===== config.mk =====
export PLATFORM = sky130hd
export DESIGN_NAME = reg_swap_scheduler
export DESIGN_NICKNAME = d
export VERILOG_FILES = /design/src/rtl/reg_swap_scheduler_pkg.sv /design/src/rtl/rr_arb2.sv /design/src/rtl/reg_swap_scheduler.sv
export SDC_FILE = /design/constraint.sdc
export NUM_CORES = 1
export LEC_CHECK = 0
export ABC_AREA = 0
export BUFFER_PORTS_ARGS = -buffer_cell sky130_fd_sc_hd__buf_2
export CAP_MARGIN = 5
export CORE_MARGIN = 2
export CORE_UTILIZATION = 55
export CTS_BUF_LIST = sky130_fd_sc_hd__clkbuf_16
export DETAILED_ROUTE_END_ITERATION = 6
export GPL_TIMING_DRIVEN = 0
export PLACE_DENSITY = 0.79
export SLEW_MARGIN = 25
export SYNTH_ARGS = -nofsm -noshare
export SYNTH_HDL_FRONTEND = slang
export SYNTH_SLANG_ARGS = --single-unit

===== constraint.sdc =====
create_clock -name clk -period 3.24 [get_ports clk]
set_input_delay 0.324 -clock clk [delete_from_list [all_inputs] [get_ports clk]]
set_output_delay 0.324 -clock clk [all_outputs]
set_load 0.1 [all_outputs]

===== src/rtl/reg_swap_scheduler_pkg.sv =====
// reg_swap_scheduler_pkg: shared state encoding, default sizes and index range helper.
package reg_swap_scheduler_pkg;
    localparam int DEF_WIDTH = 8;
    localparam int DEF_DEPTH = 4;
    typedef enum logic [1:0] {IDLE, CAPTURE, COMMIT} state_t;
    function automatic logic in_range(input int idx, input int depth);
        return idx < depth;
    endfunction
endpackage


===== src/rtl/rr_arb2.sv =====
// rr_arb2: two-way round-robin arbiter; the pointer moves to the loser on every accepted grant.
module rr_arb2 (
    input  logic       clk,
    input  logic       rst,
    input  logic [1:0] req,
    input  logic       accept,
    output logic [1:0] gnt
);
    logic ptr;
    always_comb gnt = &req ? (ptr ? 2'b10 : 2'b01) : req;
    always_ff @(posedge clk)
        if (rst) ptr <= 1'b0;
        else if (accept) ptr <= gnt[0];
endmodule


===== src/rtl/reg_swap_scheduler.sv =====
// reg_swap_scheduler: register file whose entries two requesters can exchange
// through an IDLE -> CAPTURE -> COMMIT sequence, plus a direct-load port.
module reg_swap_scheduler
    import reg_swap_scheduler_pkg::*;
#(
    parameter int WIDTH = DEF_WIDTH,
    parameter int DEPTH = DEF_DEPTH,
    parameter int IW    = $clog2(DEPTH)
) (
    input  logic              clk,
    input  logic              rst,
    input  logic [1:0]        req_valid,
    input  logic [2*IW-1:0]   req_idx_a,
    input  logic [2*IW-1:0]   req_idx_b,
    output logic [1:0]        req_gnt,
    output logic              swap_done,
    output logic              busy,
    input  logic              wr_en,
    input  logic [IW-1:0]     wr_idx,
    input  logic [WIDTH-1:0]  wr_data,
    output logic              wr_ready,
    input  logic [IW-1:0]     rd_idx,
    output logic [WIDTH-1:0]  rd_data
);
    state_t state, state_nx;
    logic [WIDTH-1:0] rf [DEPTH];
    logic [IW-1:0] idx_a, idx_b;
    logic [WIDTH-1:0] temp_a, temp_b;
    logic [1:0] arb_req;
    logic a_ok, b_ok;

    assign busy     = state != IDLE;
    assign wr_ready = ~busy;
    assign a_ok     = in_range(int'(idx_a), DEPTH);
    assign b_ok     = in_range(int'(idx_b), DEPTH);
    assign rd_data  = in_range(int'(rd_idx), DEPTH) ? rf[rd_idx] : '0;
    // Reset masks requests so neither a grant nor a pointer move can happen under rst.
    assign arb_req  = (state == IDLE && !rst) ? req_valid : 2'b00;

    rr_arb2 u_arb (
        .clk    (clk),
        .rst    (rst),
        .req    (arb_req),
        .accept (|req_gnt),
        .gnt    (req_gnt)
    );

    always_comb begin
        state_nx = IDLE;
        if (state == IDLE) state_nx = |arb_req ? CAPTURE : IDLE;
        else if (state == CAPTURE) state_nx = COMMIT;
    end

    always_ff @(posedge clk) begin
        if (rst) begin
            state     <= IDLE;
            idx_a     <= '0;
            idx_b     <= '0;
            temp_a    <= '0;
            temp_b    <= '0;
            swap_done <= 1'b0;
            for (int i = 0; i < DEPTH; i++) rf[i] <= '0;
        end else begin
            state     <= state_nx;
            swap_done <= state == COMMIT;
            if (|req_gnt) begin
                idx_a <= req_gnt[1] ? req_idx_a[2*IW-1:IW] : req_idx_a[IW-1:0];
                idx_b <= req_gnt[1] ? req_idx_b[2*IW-1:IW] : req_idx_b[IW-1:0];
            end
            if (state == CAPTURE) begin
                temp_a <= a_ok ? rf[idx_a] : '0;
                temp_b <= b_ok ? rf[idx_b] : '0;
            end
            // Equal indices write the same value twice, leaving the entry unchanged.
            if (state == COMMIT && a_ok && b_ok) begin
                rf[idx_a] <= temp_b;
                rf[idx_b] <= temp_a;
            end
            if (wr_en && wr_ready && in_range(int'(wr_idx), DEPTH)) rf[wr_idx] <= wr_data;
        end
    end
endmodule

==> results.py, run 1 <==
metrics = {
    "run_status": {
        "status": "finished, final reports clean",
    },
    "floorplanning": {
        "rows": 28,
        "core_um2": 6030,
        "die-area_um2": 6960,
        "dieHeight_um": 83.4,
        "ios": 38,
        "die_w_um": 83.4,
        "start_util": 0.576,
    },
    "setup_path": {
        "crit_chain": "buf_2 -> nand2b_1 -> o221ai_4 -> o21ai_1",
        "critPathSlowestCell": "o21ai_1",
        "reg2regPathDepth": 4,
        "cp_slowest_stage_delay_ns": 0.87,
        "critPathLaunchType": "flop",
        "critPathKind": "reg2reg",
        "cp_max_fo": 10,
        "critical_path_buf_inv_count": 1,
        "cp_top_family": "compound AO/OA/AOI/OAI gates",
        "worstPathArrival_ns": 2.33,
        "crit_required_ns": 3.17,
        "crit_path_end_kind": "flop",
        "cp.depth": 4,
    },
    "grt": {
        "first_global_vias": 2852,
        "grtUsageTotal": 0.288,
        "antenna_found_initial": 0,
        "grt_max_degree": 18,
        "grt_overflow": 0,
        "grt_pass1_wl_um": 15200,
    },
    "clocking": {
        "cts_inserted_buffers": 5,
        "cts.sinks": 56,
        "cts_resized": 0,
        "cts_hold_buf": 0,
        "clkLatencyLatePin_ns": 0.30,
        "cts-htree-levels": 2,
        "clk_transition_reported_paths_ns": 0.07,
        "cts-root-buf": "clkbuf_16",
        "cts_tree": "yes",
        "postCtsSetupBuffers": 0,
        "clk_path_buf_depth": 2,
    },
    "final_layout": {
        "syn2layout_area_growth_pct": 12.4,
        "fill_cells": 480,
        "finalNonFillerCells": 430,
        "final_layout_size_suffix_gt1_frac": 0.307,
        "num_antenna_cells": 0,
        "final_net_count": 379,
    },
    "power": {
        "finalPower_mw": 1.85,
        "vdd_drop_max_mv": 0.273,
        "power_density_nw_per_um2": 475,
        "leakagePower_nw": 1.45,
    },
    "synth": {
        "synth-simple-area-share": 0.171,
        "synth_nets": 337,
        "synth_area_leaders": "edfxtp_1 28%, mux4_2 16%, dfxtp_1 14%, nand2_1 4.5%, o31ai_1 4.3%",
        "yosys.cell_count.top_type": "nand2_1",
        "synth-edff-count": 32,
        "synth.largest_area_cell": "edfxtp_1",
        "synth_top_family_by_area": "multiplexers",
        "synth_compound_area_frac": 0.171,
        "synth-seq-area-share": 0.415,
        "syn-cell-area_um2": 3470,
        "synthXorXnorAreaFrac": 0,
        "dominantRegCellSynth": "edfxtp_1",
        "synthArstFlopShare": 0,
        "synth_cells": 312,
        "synth_cell_type_count": 42,
        "yosysTopAreaCellShare": 0.277,
        "synth_mux_area_frac": 0.179,
        "synthTopCellsByCount": "42 x nand2_1, 32 x edfxtp_1, 25 x a21oi_1",
        "avgSynthCellArea_um2": 11.1,
        "yosysWarnings": 0,
        "yosys_register_bits": 56,
        "synthAdderAreaFrac": 0,
    },
    "timing": {
        "setup_viol": 0,
        "rsz0062_at_grt": "false",
        "fin_skew_ns": 0.00549,
        "fmax_mhz": 415,
        "slew_headroom": 0.319,
        "period_share": 0.743,
        "timing_hold_violations_final": 0,
        "min_period_ns": 2.41,
        "worstMarginPinSlew_ns": 1.01,
        "drv_slew": 0,
    },
    "drt": {
        "antenna_left": 0,
        "dr.pass1.iters": 6,
        "drt_iter0_drc": 454,
        "drc": 0,
        "drt_wl_total_um": 9890,
        "vias": 2911,
        "viasPerCell": 6.77,
        "wl_per_cell_um": 23.0,
    },
    "placement": {
        "placed_cells": 422,
        "hpwl_um": 6640,
        "routabilityCongestion": 0.956,
        "io_buffers": 34,
    },
    "min_path": {
        "hp-class": "in2reg",
        "holdPathStages": 3,
    },
    "flow_run": {
        "max_cap_violations": 0,
    },
}
-- path summary, 6_finish.rpt --
kind / from / endpoint / slack, ns
setup reg to reg: idx_a[1] / rf[2][2] / 0.83
setup / recovery: idx_a[1] / rf[2][2] / 0.83
hold / removal: req_idx_b[0] / idx_b[0] / 0.30
hold reg to reg: temp_b[2] / temp_b[2] / 0.46
-- per-stage QoR --
step / utilization / hold slack [ns] / worst slack, ns / TNS [ns] / area [µm²]
CTS: 0.647 / 0.302 / 0.887 / 0 / 3900
global placement: 0.621 / 0.442 / -0.176 / -1.40 / 3740
finish: 0.647 / 0.296 / 0.831 / 0 / 3900
floorplan: - / 0.437 / 0.490 / 0 / 3480
global route: 0.647 / 0.323 / 0.771 / 0 / 3900
detailed placement: 0.623 / 0.447 / 0.860 / 0 / 3760
-- logic make-up after synthesis --
group                  Yosys count
and+or+nand+nor                106
buffers and inverters           45
muxes                           32
AOI/OAI and AO/OA               73
DFF                             56
-- layout by cell type, fill, tap and decap left out, types with 2 or more instances in the layout --
cell / instances
edfxtp_1: 32
o31ai_1: 20
dfxtp_1: 24
buf_1: 2
buf_6: 2
o41ai_2: 8
mux4_2: 24
nand3_1: 24
and2_1: 5
buf_2: 46
nand4_1: 4
a32oi_2: 2
mux2i_1: 8
nor3b_2: 2
a311oi_1: 4
buf_4: 7
clkbuf_1: 8
nor2b_1: 3
nand2_1: 42
nand3b_1: 8
nand2b_1: 4
clkbuf_16: 5
inv_1: 15
a21oi_1: 25
nor2_1: 2
a21o_1: 8
-- sequential cells by signal, indices dropped and copies added, names as in the netlist --
signal     cells
swap_done      1
u_arb.ptr      1
state          2
idx_a          2
idx_b          2
temp_a         8
rf            32
temp_b         8
-- where the power goes --
| part | total [mW] | internal [mW] | switching [mW] |
|---|---|---|---|
| Clock | 0.558 | 0.286 | 0.272 |
| Combinational | 0.457 | 0.144 | 0.313 |
| Sequential | 0.838 | 0.800 | 0.0383 |
| Total | 1.85 | 1.23 | 0.623 |
-- cell type report --
cell class	count	area [µm²]	area share
Tap cell	75	93.8	0.0241
Buffer	31	170	0.0436
Multi-Input combinational cell	211	1820	0.467
Clock inverter	3	20.0	0.00513
Clock buffer	5	125	0.0321
Timing Repair Buffer	35	178	0.0455
Inverter	14	52.6	0.0135
Sequential cell	56	1440	0.369
-- worst min-delay path: cells and delay by family --
kind | cells | cell delay (ns)
AO/OA/AOI/OAI | 2 | 0.13
buffers and inverters | 1 | 0.10
-- per-layer routing --
metal	part of all wire	global-route usage	up-vias
li1	-	-	1279
met1	0.35	0.364	1394
met2	0.51	0.483	220
met3	0.13	0.0765	18
met4	0.018	0.0997	0
met5	0	0	-
Note: power is estimated with default switching activity, not from simulation.
==> run 2, diff against run 1 <==
==> constraint.sdc (replaced) <==
create_clock -name clk -period 2.5 [get_ports clk]
set_input_delay 0.25 -clock clk [delete_from_list [all_inputs] [get_ports clk]]
set_output_delay 0.25 -clock clk [all_outputs]
set_load 0.1 [all_outputs]
==> results.py, run 2 (synthesis gave the netlist of run 1 again) <==
metrics = {
    "run_status": {
        "status": "finished, final reports clean",
    },
    "clocking": {
        "cts-root-buf": "clkbuf_16",
        "cts.sinks": 56,
        "postCtsSetupBuffers": 0,
        "cts_hold_buf": 0,
        "clk_path_buf_depth": 2,
        "clkLatencyLatePin_ns": 0.30,
        "cts-htree-levels": 2,
        "cts_resized": 0,
        "cts_inserted_buffers": 5,
        "clk_transition_reported_paths_ns": 0.07,
        "cts_tree": "yes",
    },
    "power": {
        "power_density_nw_per_um2": 634,
        "finalPower_mw": 2.49,
        "vdd_drop_max_mv": 0.381,
        "leakagePower_nw": 1.46,
    },
    "setup_path": {
        "r2r_slack_ns": 0.14,
        "startpoint": "idx_a[1]",
        "critPathKind": "reg2reg",
        "reg2regPathDepth": 4,
        "crit_path_end": "rf[2][6]",
        "critPathLaunchType": "flop",
        "rr_endpoint": "rf[2][6]",
        "crit_required_ns": 2.42,
        "cp_max_fo": 10,
        "worstPathArrival_ns": 2.29,
        "crit_path_end_kind": "flop",
        "rr_startpoint": "idx_a[1]",
    },
    "grt": {
        "grt_overflow": 0,
        "grtUsageTotal": 0.281,
        "grt_pass1_wl_um": 14800,
        "first_global_vias": 2753,
        "grt_max_degree": 18,
        "antenna_found_initial": 0,
    },
    "final_layout": {
        "final_net_count": 379,
        "largest-register": "rf",
        "finish.utilization": 0.651,
        "num_antenna_cells": 0,
        "layout_common_cells": "46 x buf_2, 42 x nand2_1, 32 x edfxtp_1, 25 x a21oi_1",
        "reg_top3": "rf x32, temp_a x8, temp_b x8",
        "final_layout_size_suffix_gt1_frac": 0.310,
        "syn2layout_area_growth_pct": 13.1,
        "fill_cells": 440,
        "final_common_cell": "buf_2",
        "largest_register_ffs": 32,
    },
    "drt": {
        "vias": 2860,
        "wl_per_cell_um": 22.0,
        "drt_iter0_drc": 478,
        "antenna_left": 0,
        "dr.pass1.iters": 6,
        "drc": 0,
        "drt_wl_total_um": 9480,
        "viasPerCell": 6.65,
    },
    "flow_run": {
        "max_cap_violations": 0,
    },
    "placement": {
        "routabilityCongestion": 0.957,
        "io_buffers": 34,
        "hpwl_um": 6380,
    },
    "timing": {
        "timing_hold_violations_final": 0,
        "min_period_ns": 2.36,
        "setup_viol": 0,
        "drv_slew": 0,
        "hold_ws_ns": 0.221,
        "worstMarginPinSlew_ns": 0.972,
        "fin_skew_ns": 0.00604,
        "period_share": 0.946,
        "rsz0062_at_grt": "false",
        "slew_headroom": 0.348,
        "fmax_mhz": 423,
    },
    "floorplanning": {
        "die-area_um2": 6960,
        "rows": 28,
        "die_w_um": 83.4,
        "start_util": 0.576,
        "core_um2": 6030,
        "dieHeight_um": 83.4,
        "ios": 38,
    },
    "min_path": {
        "hp-class": "in2reg",
        "holdPathStages": 3,
        "hp-start": "req_idx_b[0]",
    },
}
run 2: worst max-delay path, cell delays in order (launching register included):
cell and delay (ns):
dfxtp_1 0.37, buf_2 0.32, nand2b_1 0.22, o221ai_4 0.24, o21ai_1 0.83
run 2: how the worst min path moves through the flow:
stage | end | slack, ns
after floorplan | idx_a[0] | 0.42
after detailed placement | temp_b[7] | 0.45
after CTS | idx_b[0] | 0.22
final | idx_b[0] | 0.22
after global routing | idx_b[1] | 0.24
after global placement | temp_b[4] | 0.44
run 2: layer usage:
| layer | wire [µm] | part of all wire | track usage |
|---|---|---|---|
| met1 | 3410 | 0.36 | 0.369 |
| met2 | 4580 | 0.48 | 0.439 |
| met3 | 1230 | 0.13 | 0.0905 |
| met4 | 269 | 0.028 | 0.106 |
| met5 | 0 | 0 | 0 |
run 2: through the flow:
stage	cells	worst slack (ns)	TNS, ns	cell area (µm²)
after global placement	421	-0.933	-8.68	3740
after floorplan	312	0.0291	0	3480
after global routing	430	0.107	0	3930
after detailed placement	422	0.231	0	3760
final	430	0.136	0	3930
after CTS	430	0.198	0	3930
run 2: final cells by class:
class / count / area (µm²) / share of cell area
Multi-Input combinational cell: 211 / 1820 / 0.464
Timing Repair Buffer: 35 / 178 / 0.0453
Tap cell: 75 / 93.8 / 0.0239
Clock inverter: 3 / 42.5 / 0.0108
Sequential cell: 56 / 1440 / 0.367
Inverter: 14 / 52.6 / 0.0134
Buffer: 31 / 170 / 0.0434
Clock buffer: 5 / 125 / 0.0319
run 2: report_power, final:
part           switching (mW)  internal [mW]  total, mW  leakage (nW)
Clock                   0.342          0.472      0.815        0.0814
Sequential             0.0477           1.04       1.08         0.530
Combinational           0.405          0.186      0.591         0.846
Total                   0.795           1.70       2.49          1.46
